$ cat config.mk
export PLATFORM = sky130hd
export DESIGN_NAME = button_conditioner
export DESIGN_NICKNAME = d
export VERILOG_FILES = /design/src/rtl/button_conditioner.sv
export SDC_FILE = /design/constraint.sdc
export NUM_CORES = 1
export LEC_CHECK = 0
export CAP_MARGIN = 5
export CORE_UTILIZATION = 45
export DETAILED_ROUTE_END_ITERATION = 10
export PLACE_DENSITY = 0.65
export REMOVE_ABC_BUFFERS = 1
export SLEW_MARGIN = 10
export SYNTH_ARGS = -nofsm -noshare
export SYNTH_HDL_FRONTEND = slang
export SYNTH_SLANG_ARGS = --single-unit
$ cat constraint.sdc
create_clock -name clk -period 2.4 [get_ports clk]
set_clock_uncertainty 0.2 [all_clocks]
set_input_delay 0.48 -clock clk [delete_from_list [all_inputs] [get_ports clk]]
set_output_delay 0.48 -clock clk [all_outputs]
set_load 0.1 [all_outputs]
$ cat src/rtl/button_conditioner.sv
// rtl/button_conditioner.sv - per-channel push-button synchroniser, debouncer and press/release/long-press strobes
module button_conditioner #(
    parameter int N               = 2,
    parameter int ACTIVE_LOW      = 1,
    parameter int DEBOUNCE_CYCLES = 1000000,
    parameter int LONG_CYCLES     = 100000000
) (
    input  logic         clk,
    input  logic         rst_n,
    input  logic [N-1:0] btn_raw,
    output logic [N-1:0] btn_level,
    output logic [N-1:0] press_pulse,
    output logic [N-1:0] release_pulse,
    output logic [N-1:0] long_pulse,
    output logic [N-1:0] held_long
);

    localparam int DW = $clog2(DEBOUNCE_CYCLES);
    localparam int LW = $clog2(LONG_CYCLES);
    localparam logic [DW-1:0] DB_MAX   = DW'(DEBOUNCE_CYCLES - 1);
    localparam logic [LW-1:0] LONG_MAX = LW'(LONG_CYCLES - 1);

    typedef enum logic [1:0] {
        ST_RELEASED = 2'd0,
        ST_PRESSED  = 2'd1,
        ST_LONG     = 2'd2
    } state_t;

    // Internal convention: 1 = pressed, regardless of pin polarity.
    logic [N-1:0] btn_int;
    assign btn_int = (ACTIVE_LOW != 0) ? ~btn_raw : btn_raw;

    for (genvar i = 0; i < N; i++) begin : g_ch
        logic          sync1_q, sync1_d;
        logic          sync2_q, sync2_d;
        logic          level_q, level_d;
        logic          press_q, press_d;
        logic          rel_q, rel_d;
        logic          long_q, long_d;
        logic          held_q, held_d;
        logic [DW-1:0] db_cnt_q, db_cnt_d;
        logic [LW-1:0] long_cnt_q, long_cnt_d;
        state_t        state_q, state_d;
        logic          accept;

        always_comb begin
            sync1_d  = btn_int[i];
            sync2_d  = sync1_q;
            accept   = 1'b0;
            level_d  = level_q;
            db_cnt_d = '0;
            // Counter only survives while the input keeps disagreeing with the level.
            if (sync2_q != level_q) begin
                if (db_cnt_q == DB_MAX) begin
                    accept  = 1'b1;
                    level_d = ~level_q;
                end else begin
                    db_cnt_d = db_cnt_q + DW'(1);
                end
            end

            state_d    = state_q;
            long_cnt_d = long_cnt_q;
            press_d    = 1'b0;
            rel_d      = 1'b0;
            long_d     = 1'b0;
            held_d     = held_q;
            case (state_q)
                ST_RELEASED: begin
                    long_cnt_d = '0;
                    if (accept && !level_q) begin
                        state_d = ST_PRESSED;
                        press_d = 1'b1;
                    end
                end
                ST_PRESSED: begin
                    // A release landing on the long threshold wins: no long strobe.
                    if (accept && level_q) begin
                        state_d    = ST_RELEASED;
                        rel_d      = 1'b1;
                        long_cnt_d = '0;
                    end else if (long_cnt_q == LONG_MAX) begin
                        state_d = ST_LONG;
                        long_d  = 1'b1;
                        held_d  = 1'b1;
                    end else begin
                        long_cnt_d = long_cnt_q + LW'(1);
                    end
                end
                ST_LONG: begin
                    if (accept && level_q) begin
                        state_d = ST_RELEASED;
                        rel_d   = 1'b1;
                        held_d  = 1'b0;
                    end
                end
                default: begin
                    state_d    = ST_RELEASED;
                    long_cnt_d = '0;
                    held_d     = 1'b0;
                end
            endcase
        end

        always_ff @(posedge clk or negedge rst_n) begin
            if (!rst_n) begin
                sync1_q    <= 1'b0;
                sync2_q    <= 1'b0;
                level_q    <= 1'b0;
                press_q    <= 1'b0;
                rel_q      <= 1'b0;
                long_q     <= 1'b0;
                held_q     <= 1'b0;
                db_cnt_q   <= '0;
                long_cnt_q <= '0;
                state_q    <= ST_RELEASED;
            end else begin
                sync1_q    <= sync1_d;
                sync2_q    <= sync2_d;
                level_q    <= level_d;
                press_q    <= press_d;
                rel_q      <= rel_d;
                long_q     <= long_d;
                held_q     <= held_d;
                db_cnt_q   <= db_cnt_d;
                long_cnt_q <= long_cnt_d;
                state_q    <= state_d;
            end
        end

        assign btn_level[i]     = level_q;
        assign press_pulse[i]   = press_q;
        assign release_pulse[i] = rel_q;
        assign long_pulse[i]    = long_q;
        assign held_long[i]     = held_q;
    end

endmodule

==> impl_metrics.toml, run 1 <==
[global_route]
grt_pass1_wl_um = 24900
grt-ovfl-total = 0
grt_max_degree = 61
antenna_found_initial = 0
grt_usage_pct = 21.3
grt_pass1_vias = 5183

[power]
p_comb_share_pct = 2.6
vdd_drop_max_v = 0.000373
pwr-share-seq_pct = 54.7
p_leak_nw = 3.10
pwr-share-clk_pct = 42.6
p_switching_mw = 0.787
swShare_pct = 22.6
p_per_area_nw_per_um2 = 484
intPower_mw = 2.70

[finish]
nets = 743
stdcell_count = 910
layout_common_cells = "dfrtp_1 (112), nor2_1 (61), buf_4 (60), nand3_1 (57), nand2_1 (55)"
final_common_cell = "dfrtp_1"
multiInputGateArea_um2 = 3200
drive_gt1_share_pct = 13.9
final-seq-area_um2 = 2800
syn2layout_area_growth_pct = 14.3
fillers = 1247
n_antenna_cell = 0
final_util_pct = 53.4

[timing]
hold_viol_final = 0
setup_viol = 0
fin_crit_sh_pct = 96.1
worst_pin_slew_ns = 0.707
fmax_mhz = 434
final_max_slew_viol_count = 0
fin_ws_ns = 0.0933
maxSlewHeadroom_pct = 52.7
grt_setup_unrepaired = "yes"
layout_min_cycle_time_ns = 2.31

[die]
die_w_um = 120
io_pins = 14
die_area_um2 = 14500
core-area_um2 = 13500
die_h_um = 120
num_rows = 42
initial_core_util_pct = 46.8

[clock_network]
clock_latency_ns = 0.36
cts_tree = "done"
cts_sinks = 112
htree_levels = 3
clock-root-buffer = "clkbuf_16"
path_clk_slew_ns = 0.07
numCtsBuffers = 9
cts_buffer_depth = 2

[drt]
first_pass_iters = 5
drt_first_iter_violations = 419
drc_errors = 0
via_per_inst = 5.90
ant_nets = 0
vias = 5367
wl_um = 14400
routedWlPerCell_um = 15.8

[setup_path]
slowest_stage = "or4_4"
crit_fanout = 7
worst-endpoint-arrival_ns = 2.40
required_ns = 2.50
path_cells = "or4_4 -> nor4_4 -> buf_6 -> nand3_2 -> or4b_1 -> nand3_1"
critPathKind = "reg2reg"
cp-end-kind = "flip-flop"
startpoint_type = "flip-flop"
slowest_delay_ns = 0.55

[synth]
yosys.area.top_type = "dfrtp_1"
yosys-top-cells-area = "dfrtp_1 (45%), nand3_1 (4.5%), nor2_1 (3.6%)"
syn_area_um2 = 6290
synth_flop_cell = "dfrtp_1"
async_flop_share_pct = 100
synth_cell_types = 71
ys_seq_area_share_pct = 44.5
ys_ff_latch = 112
ys_warn_count = 0
synth.top_cell.area_share_pct = 44.5
synth_cells = 692
synth_edf_count = 0
synth_area_per_cell_um2 = 9.09

[placement]
placed_cells = 889
place_worst_setup_slack_ns = -0.0864
dp.final_hpwl_um = 9970
gp_congestion = 0.853
numPortBuffers = 13

[status]
status = "completed"

[run]
maxCapViolCount = 0

[worst_hold_path]
hp-class = "reg2reg"
==> kinds of logic after synthesis <==
kind of cell | after synthesis | synth area share, %
multiplexers | 6 | 0.994
AO/OA/AOI/OAI | 126 | 13.7
flip-flops | 112 | 44.5
adder cells (fa/ha/maj) | 10 | 1.99
XOR/XNOR | 35 | 4.87
AND/OR/NAND/NOR | 329 | 28.7
buffers and inverters | 74 | 5.21
==> flip-flops by register name (all words and copies together), names as in the netlist <==
register and flops:
g_ch.db_cnt_q 40, g_ch.held_q 2, g_ch.level_q 2, g_ch.long_cnt_q 54, g_ch.long_q 2, g_ch.press_q 2, g_ch.rel_q 2, g_ch.state_q 4
g_ch.sync1_q 2, g_ch.sync2_q 2
==> through the flow <==
step / hold WS [ns] / TNS (ns) / power, mW / cell area, um2
floorplan: -0.0156 / -24.31 / 1.97 / 6090
global placement: 0.132 / -0.0282 / 2.03 / 6820
detailed placement: 0.148 / -0.417 / 2.04 / 6820
CTS: 0.166 / 0 / 3.53 / 7130
global route: 0.169 / -0.00313 / 3.62 / 7190
finish: 0.159 / 0 / 3.48 / 7190
==> power by group through the flow <==
stage | registers, mW | logic [mW] | clock network [mW]
floorplan | 1.94 | 0.0242 | 0
global placement | 1.94 | 0.0912 | 0
global route | 1.91 | 0.108 | 1.60
CTS | 1.91 | 0.0956 | 1.53
finish | 1.91 | 0.0923 | 1.48
detailed placement | 1.94 | 0.0941 | 0
==> worst max-delay path: cells and delay by family (launching register included) <==
| kind | cells | cell delay, ns |
|---|---|---|
| flip-flops | 1 | 0.39 |
| AND/OR/NAND/NOR | 5 | 1.47 |
| buffers and inverters | 1 | 0.17 |
==> final timing paths <==
kind | endpoint | from | slack (ns) | cells past startpoint
worst max register to register | g_ch[1].state_q[0] | g_ch[1].db_cnt_q[13] | 0.09 | 6
worst min-delay path | g_ch[0].sync2_q | g_ch[0].sync1_q | 0.16 | 0
min in group asynchronous | g_ch[0].db_cnt_q[10] | rst_n | 0.33 | 2
worst min register to register | g_ch[0].sync2_q | g_ch[0].sync1_q | 0.16 | 0
worst max-delay path | g_ch[1].state_q[0] | g_ch[1].db_cnt_q[13] | 0.09 | 6
max in group asynchronous | g_ch[1].long_cnt_q[21] | rst_n | 0.93 | 3
==> layer usage <==
layer / global-route usage (%) / up-vias / routed length [um]
met5: 0 / - / 0
met4: 7.02 / 0 / 255
met3: 4.15 / 26 / 570
met2: 34.5 / 116 / 6820
met1: 28.8 / 2621 / 6750
li1: - / 2604 / -
==> timing repair <==
item	4_1_cts	5_1_grt
pin swaps	0	2
hold endpoints to repair	17	0
gates resized for setup	2	8
hold buffers	1	0
endpoints found under the setup margin	24	13
buffers inserted	0	4
==> cell type report <==
type | count | share of cell area, %
tap | 176 | 3.06
clock inverter | 5 | 0.557
timing repair buffer | 67 | 7.67
multi-input combinational | 506 | 44.5
clock buffer | 11 | 3.52
inverter | 33 | 1.72
sequential | 112 | 39.0
==> Yosys cell counts, drive strengths merged (8+ instances only) <==
library cell	number
and4	13
a31oi	8
nor3	26
or3	17
a21o	22
xor2	14
o21ai	20
xnor2	21
nor4	13
nand3	58
or4	12
clkbuf	21
and3	11
o22ai	10
inv	32
nor2	61
nand2	55
nand4	27
buf	20
o211ai	12
dfrtp	112
ha	10
a21oi	20
No activity file was read; power rests on OpenSTA's default activity.
==> run 2: changes to the inputs <==
--- a/config.mk
+++ b/config.mk
@@ -6,6 +6,7 @@
 export NUM_CORES = 1
 export LEC_CHECK = 0
 export CAP_MARGIN = 5
+export CORE_MARGIN = 4
 export CORE_UTILIZATION = 45
 export DETAILED_ROUTE_END_ITERATION = 10
 export PLACE_DENSITY = 0.65
==> constraint.sdc (replaced) <==
create_clock -name clk -period 2.06 [get_ports clk]
set_clock_uncertainty 0.2 [all_clocks]
set_input_delay 0.412 -clock clk [delete_from_list [all_inputs] [get_ports clk]]
set_output_delay 0.412 -clock clk [all_outputs]
set_load 0.1 [all_outputs]
==> run 2 against run 1 <==
Effect of this change:
- the flow now finishes with violations (negative setup slack)
- final area rose by 27%
- total power rose by 16%
- count of clock-buffer cells in the layout fell by 2
- highest routed layer unchanged
- largest power group unchanged
- fmax rose by 1.4%
- via count increased by 15%
- critical path depth unchanged
- clock power increased by 15%
- first-iteration DRC count is 16% higher
- sequential cell count stayed put
- die area is 10% higher
- combinational power is 42% higher
==> impl_metrics.toml, run 2 (synthesis results as in run 1) <==
[drt]
vias = 6164
routedWlPerCell_um = 18.3
ant_nets = 0
via_per_inst = 5.98
wl_um = 18800
drt_first_iter_violations = 485
first_pass_iters = 5
drc_errors = 0

[timing]
worst_pin_slew_ns = 0.525
fin_crit_sh_pct = 110
hold_viol_final = 0
fin_ws_ns = -0.214
grt_setup_unrepaired = "yes"
setup_viol = 57
final_max_slew_viol_count = 0
fmax_mhz = 440
fin_setup_tns_ns = -7.61
maxSlewHeadroom_pct = 64.1
layout_min_cycle_time_ns = 2.27

[clock_network]
cts_tree = "done"
htree_levels = 3
path_clk_slew_ns = 0.08
clock-root-buffer = "clkbuf_16"
cts_buffer_depth = 2
cts_sinks = 112
clock_latency_ns = 0.37
numCtsBuffers = 9

[finish]
largest-register = "g_ch.long_cnt_q"
drive_gt1_share_pct = 37.7
nets = 864
final_common_cell = "buf_4"
n_antenna_cell = 0
reg.largest.list = "g_ch.long_cnt_q: 54 flops, g_ch.db_cnt_q: 40 flops, g_ch.state_q: 4 flops"
layout_common_cells = "buf_4 (136), dfrtp_1 (112), nor2_1 (58), nand2_1 (52), nand3_1 (39)"
syn2layout_area_growth_pct = 45.5
largest_register_ff_count = 54
stdcell_area_um2 = 9160

[setup_path]
path_cells = "ha_2 -> nand4_1 -> or4_4 -> or3_1 -> o22ai_1 -> a21o_1"
crit_fanout = 4
cp-end-kind = "flip-flop"
slowest_delay_ns = 0.65
slowest_stage = "or4_4"
required_ns = 2.17
r2r_cells = 6
reg2reg_slack_ns = -0.21
r2r_end = "g_ch[0].long_cnt_q[24]"
startpoint_type = "flip-flop"
worst-endpoint-arrival_ns = 2.38
critPathKind = "reg2reg"
reg2reg_from = "g_ch[0].long_cnt_q[0]"

[worst_hold_path]
hold_start = "g_ch[1].sync1_q"
hp-class = "reg2reg"
min_to = "g_ch[1].sync2_q"
min_path_cells = 0

[power]
p_leak_nw = 4.05
vdd_drop_max_v = 0.000450
p_per_area_nw_per_um2 = 442

[status]
violations = "negative setup slack"
status = "finished with violations"

[global_route]
grt_usage_pct = 22.5
grt_pass1_wl_um = 29700
grt-ovfl-total = 0
grt_max_degree = 50
antenna_found_initial = 0
grt_pass1_vias = 6174

[die]
num_rows = 42
die_area_um2 = 15900
io_pins = 14
die_h_um = 126
core-area_um2 = 13500
die_w_um = 126
initial_core_util_pct = 46.8

[placement]
dp.final_hpwl_um = 11100
gp_congestion = 0.890
numPortBuffers = 13
place_area_um2 = 7600

[run]
maxCapViolCount = 0
[run 2: final cells by class]
type | count | area [um2]
Sequential cell | 112 | 2800
Clock buffer | 9 | 225
Fill cell | 969 | 4300
Clock inverter | 7 | 56.3
Timing Repair Buffer | 187 | 1870
Tap cell | 176 | 220
Multi-Input combinational cell | 507 | 3850
Inverter | 33 | 128
[run 2: where the power goes]
part           total (mW)  internal, mW  switching, mW  leakage, nW
sequential           2.22          2.21        0.00739         1.55
clock                1.70         0.830          0.872        0.124
combinational       0.131        0.0489         0.0820         2.37
total                4.05          3.09          0.961         4.05
[run 2: per-stage QoR]
| step | instances | total power [mW] | util [%] | setup slack [ns] | hold WS, ns |
|---|---|---|---|---|---|
| finish | 1031 | 4.05 | 68.1 | -0.214 | 0.151 |
| global route | 1031 | 4.20 | 68.1 | -0.263 | 0.161 |
| CTS | 1013 | 4.09 | 63.5 | -0.166 | 0.154 |
| detailed placement | 972 | 2.39 | 56.5 | -0.201 | 0.136 |
| global placement | 972 | 2.38 | 56.5 | -0.185 | 0.133 |
| floorplan | 651 | 2.29 | - | -1.15 | -0.0836 |
[run 2: repair_timing]
item | CTS | global route
setup endpoints to repair | 60 | 104
hold buffers | 1 | 0
endpoints found under the hold margin | 23 | 0
pin swaps | 34 | 55
setup buffers | 17 | 16
gates resized for setup | 74 | 103
gates cloned | 7 | 3
[run 2: worst max-delay path by stage]
stage / slack (ns) / from / end / depth (start not counted)
final: -0.21 / g_ch[0].long_cnt_q[0] / g_ch[0].long_cnt_q[24] / 6
after CTS: -0.17 / g_ch[1].db_cnt_q[6] / g_ch[1].state_q[0] / 6
after detailed placement: -0.20 / g_ch[1].db_cnt_q[13] / g_ch[1].state_q[0] / 6
after global routing: -0.26 / g_ch[0].long_cnt_q[0] / g_ch[0].long_cnt_q[24] / 6
after global placement: -0.18 / g_ch[1].db_cnt_q[13] / g_ch[1].state_q[0] / 6
after floorplan: -1.15 / g_ch[0].level_q / g_ch[0].state_q[0] / 5
[run 2: layer usage]
layer | share of wire, % | global-route usage (%) | up-vias
li1 | - | - | 2839
met1 | 41 | 27.7 | 3057
met2 | 50 | 38.6 | 203
met3 | 4.7 | 5.25 | 65
met4 | 3.7 | 8.45 | 0
met5 | 0 | 0 | -
[run 2: critical path, delay by kind of cell (launching register included)]
kind / cells / cell delay [ns]
adder cells (fa/ha/maj): 1 / 0.19
AO/OA/AOI/OAI: 2 / 0.22
AND/OR/NAND/NOR: 3 / 1.23
flip-flops: 1 / 0.37
==> RTL change 1 (config.mk and constraints of run 2) <==
The 3 states of `state_t` get a one-hot encoding in 3 bits.
--- a/src/rtl/button_conditioner.sv
+++ b/src/rtl/button_conditioner.sv
@@ -20,10 +20,10 @@
     localparam logic [DW-1:0] DB_MAX   = DW'(DEBOUNCE_CYCLES - 1);
     localparam logic [LW-1:0] LONG_MAX = LW'(LONG_CYCLES - 1);
 
-    typedef enum logic [1:0] {
-        ST_RELEASED = 2'd0,
-        ST_PRESSED  = 2'd1,
-        ST_LONG     = 2'd2
+    typedef enum logic [2:0] {
+        ST_RELEASED = 3'b001,
+        ST_PRESSED  = 3'b010,
+        ST_LONG     = 3'b100
     } state_t;
 
     // Internal convention: 1 = pressed, regardless of pin polarity.
Check against the original RTL: no difference found for any inputs over 10 cycles, from zero or initial values and one cycle with rst_n low; not proved beyond that.
==> RTL change 1 against run 2 <==
- largest power group is now the clock network
- die area fell by 0.51%
- routed wire length rose by 6.2%
- the flow still finishes with violations (negative setup slack)
- design area is 5.3% higher
- sequential share of layout area decreased by 0.96 points
- sequential cell count rose by 2
- synthesized area shrank 0.54%
- setup slack improved by 8.9 ps
- final cell count is 2.1% higher
- power is 28% higher
- worst hold slack improved by 8.7 ps
- critical path type unchanged
==> RTL change 1: results (changes against run 2) <==
max incr delay on CP 390 ps (-260 ps); Synth Flop Type dfrtp_1; Seq/Total Area, Yosys 0.4562 (+0.01080); commonest cells in the synthesized netlist dfrtp_1, nor2_1, nand3_1; Max Root-Sink Buffers 2 (unchanged); initial antenna violation count 0 (unchanged); Slew @ Worst Pin 805.1 ps (+279.7 ps); DRT iter0 DRCs 689 (+42%); gpl congestion 0.8658 (-2.8%); Final #Nets 875 (+1.3%); Slowest-stage cell, CP nor4_4; largest area contributor in the netlist dfrtp_1; # H-tree levels 4 (+1); area post-placement 7632 sq um (+0.40%); Yosys cell types 63 (-11%); first-pass GRT wire length 29.09 mm (-2.0%); final setup violation count 68 (+19%); DRT Pass-1 Iters 5 (unchanged); Root Driver clkbuf_16; Synth area leaders dfrtp_1, nor2_1, nand4_1; Clock transition at path regs 50 ps (-30 ps); Regs by FF count g_ch.long_cnt_q: 54 flops, g_ch.db_cnt_q: 40 flops, g_ch.state_q: 6 flops; clock latency on the worst-skew pair 420 ps (+50 ps); Final WS setup -205.1 ps (+8.873 ps); Max VDD drop 0.0005425 V (+20%); Worst Hold Class register to register; failing checks negative setup slack; Worst Setup SP g_ch[0].db_cnt_q[7]; n_diodes 0 (unchanged); Reg2Reg Depth 7 (+1); number of global-route vias before repair 5941 (-3.8%); Pleak 0.004062 uW (+0.39%); outcome finished, violations left; vias per cell 6.054 (+1.3%); layout cell share with drive strength beyond 1 0.4094 (+0.03274); Max FO, Critical Path 5 (+1); PortBufs 13 (unchanged); WL/cell 18.99 um (+4.0%); total CTS buffers 17 (+8); Setup crit end g_ch[0].db_cnt_q[4]; largest net degree at the start of global routing 36 (-28%); dpl hpwl 10.90 mm (-1.4%); CP top delay family simple AND/OR/NAND/NOR gates; All-Layer GR Usage 0.2226 (-0.002597); internal power 4086 uW (+32%); ys async rst share 1.000 (unchanged); yosys warns 0 (unchanged); Pins Over Slew Limit 0 (unchanged); CP Data Arrival Time 2360 ps (-20 ps)
## RTL change 1: what timing repair did
item / CTS / global route
pin swaps: 46 / 64
gates cloned: 6 / 9
hold endpoints to repair: 27 / 0
buffers inserted: 26 / 23
resized for setup: 67 / 139
setup endpoints to repair: 97 / 103
hold buffers: 1 / 0
## RTL change 1: worst min path at each step
stage	from	cells after the start	slack, ps	to
after floorplan	rst_n	0	-80	g_ch[0].db_cnt_q[0]
after global routing	g_ch[1].sync1_q	0	170	g_ch[1].sync2_q
after CTS	g_ch[1].sync1_q	0	160	g_ch[1].sync2_q
after detailed placement	g_ch[0].sync1_q	0	150	g_ch[0].sync2_q
after global placement	g_ch[1].sync1_q	0	140	g_ch[1].sync2_q
final	g_ch[1].sync1_q	0	160	g_ch[1].sync2_q
## RTL change 1: area by class of cell
cell class | count | area, sq um
clock buffer | 24 | 491.7
clock inverter | 5 | 53.80
tap | 176 | 220.2
inverter | 34 | 127.6
sequential | 114 | 2858
multi-input combinational | 490 | 3929
timing repair buffer | 210 | 1958
fill | 911 | 3815
## RTL change 1: kinds of logic after synthesis
group / Yosys count / synth area share
adders and majority gates: 4 / 0.007997
DFF: 114 / 0.4562
AOI/OAI and AO/OA: 122 / 0.1353
xor gates and xnor gates: 36 / 0.05038
buffers and inverters: 68 / 0.05158
muxes: 6 / 0.009996
and+or+nand+nor: 318 / 0.2885
## RTL change 1: through the flow
step | cells | setup TNS (ps) | hold slack [ps] | util | setup WS, ps
after floorplan | 634 | -40010 | -83.59 | - | -1057
after global routing | 1053 | -11700 | 167.0 | 0.7164 | -263.1
final | 1053 | -8112 | 160.1 | 0.7164 | -205.1
after CTS | 1024 | -3855 | 163.3 | 0.6457 | -146.9
after global placement | 964 | -8928 | 140.4 | 0.5673 | -281.7
after detailed placement | 964 | -12430 | 149.0 | 0.5673 | -316.5
## RTL change 1: power groups by stage
| stage | combinational [uW] | sequential (uW) | clock [uW] |
|---|---|---|---|
| 3_5_place_dp | 126 | 2300 | 0 |
| 4_1_cts | 134 | 2260 | 2770 |
| 2_1_floorplan | 24.4 | 2300 | 0 |
| 6_report | 171 | 2270 | 2740 |
| 3_3_place_gp | 122 | 2300 | 0 |
| 5_1_grt | 188 | 2270 | 2910 |
## RTL change 1: metal layers
| layer | global-route usage | up-vias | share of wire | wire length (um) |
|---|---|---|---|---|
| li1 | - | 2883 | - | - |
| met1 | 0.2851 | 3170 | 0.42 | 8350 |
| met2 | 0.3681 | 263 | 0.50 | 9980 |
| met3 | 0.04869 | 59 | 0.052 | 1036 |
| met4 | 0.08896 | 0 | 0.032 | 632 |
| met5 | 0 | - | 0 | 0 |
==> RTL change 2 (config.mk and constraints of run 2) <==
Without the edit above. Set the parameter `N` to 4 (it was 2).
--- a/src/rtl/button_conditioner.sv
+++ b/src/rtl/button_conditioner.sv
@@ -1,6 +1,6 @@
 // rtl/button_conditioner.sv - per-channel push-button synchroniser, debouncer and press/release/long-press strobes
 module button_conditioner #(
-    parameter int N               = 2,
+    parameter int N               = 4,
     parameter int ACTIVE_LOW      = 1,
     parameter int DEBOUNCE_CYCLES = 1000000,
     parameter int LONG_CYCLES     = 100000000
Interface: changed (6 resized); port bits go from 14 to 26. The function was not compared with the original's and may differ.
==> RTL change 2 against run 2 <==
- the flow still finishes with violations (negative setup slack)
- setup slack worse by 450 ps
- synthesized area is 90% higher
- power is 140% higher
- design area up 100%
- first-iteration DRC count up 61%
- maximum frequency is 17% lower
- sequential share of layout area down 0.065 points
- routed wire length grew 80%
- synthesized cell count rose by 90%
- sequential cell count rose by 112
- die area grew 83%
- critical endpoint is now g_ch[2].long_cnt_q[18]
==> RTL change 2: results (changes against run 2) <==
outcome finished, violations left; failing checks negative setup slack; Pleak 0.008044 uW (+99%); Max VDD drop 0.0007674 V (+70%); Combinational Power Share 0.035 (+0.003); All-Layer GR Usage 0.2289 (+0.003667); reg2reg start g_ch[2].db_cnt_q[15]; Reg2Reg Depth 8 (+2); PortBufs 25 (+12); # H-tree levels 1 (-2); dpl hpwl 20.03 mm (+81%); Seq/Total Area, Yosys 0.4697 (+0.02423); worst slack, placed -656.9 ps (-455.8 ps); clock latency on the worst-skew pair 530 ps (+160 ps); met3 usage 0.03142 (-0.02107); first-pass GRT wire length 57.00 mm (+92%); Placed Instances 1923 (+98%); Synth area leaders dfrtp_1, o21ai_0, nor2_1; commonest cells in the synthesized netlist dfrtp_1, nor2_1, o21ai_0; DRT iter0 DRCs 780 (+61%); Switching Share 0.2152 (-0.02217); Final #Nets 1698 (+97%); global-route met2 utilization 0.3975 (+0.01192); Vias 11.53k (+87%); fill count 1846 (+91%); WL/cell 16.76 um (-8.3%); RR Endpoint g_ch[2].long_cnt_q[18]; M1 WL 14.50 mm (+87%); Max Root-Sink Buffers 3 (+1); met3 WL 1.446 mm (+62%); Final WS setup -668.8 ps (-454.8 ps); clock share of power 0.516 (+0.096); largest net degree at the start of global routing 55 (+10%); Yosys cell types 65 (-8.5%); final setup violation count 180 (+220%); Regs by FF count g_ch.long_cnt_q: 108 flops, g_ch.db_cnt_q: 80 flops, g_ch.state_q: 8 flops; slew margin rel. 0.6358 (-0.004848); Max FO, Critical Path 5 (+1); total CTS buffers 27 (+18); vias per cell 5.693 (-4.8%)
RTL change 2: cells by family after synthesis:
| logic type | share of synthesized area |
|---|---|
| flip-flops | 0.4697 |
| multiplexers | 0.006395 |
| AO/OA/AOI/OAI | 0.1487 |
| adder cells (fa/ha/maj) | 0.02097 |
| XOR/XNOR | 0.05137 |
| AND/OR/NAND/NOR | 0.2581 |
| buffers and inverters | 0.04487 |
RTL change 2: cell type report:
type / instances / area (sq um) / share of cell area
flip-flops and latches: 224 / 5605 / 0.3055
multi-input cells: 976 / 7348 / 0.4005
clock buffers: 33 / 748.2 / 0.04078
inverters: 44 / 165.2 / 0.009001
clock inverters: 14 / 202.7 / 0.01105
repair buffers: 399 / 3860 / 0.2104
well taps: 335 / 419.2 / 0.02284
RTL change 2: timing repair:
item	4_1_cts	5_1_grt
cloned	20	0
gates resized for setup	336	188
endpoints found under the setup margin	185	187
hold buffers	1	0
pin swaps	114	103
endpoints found under the hold margin	92	0
setup buffers	39	12
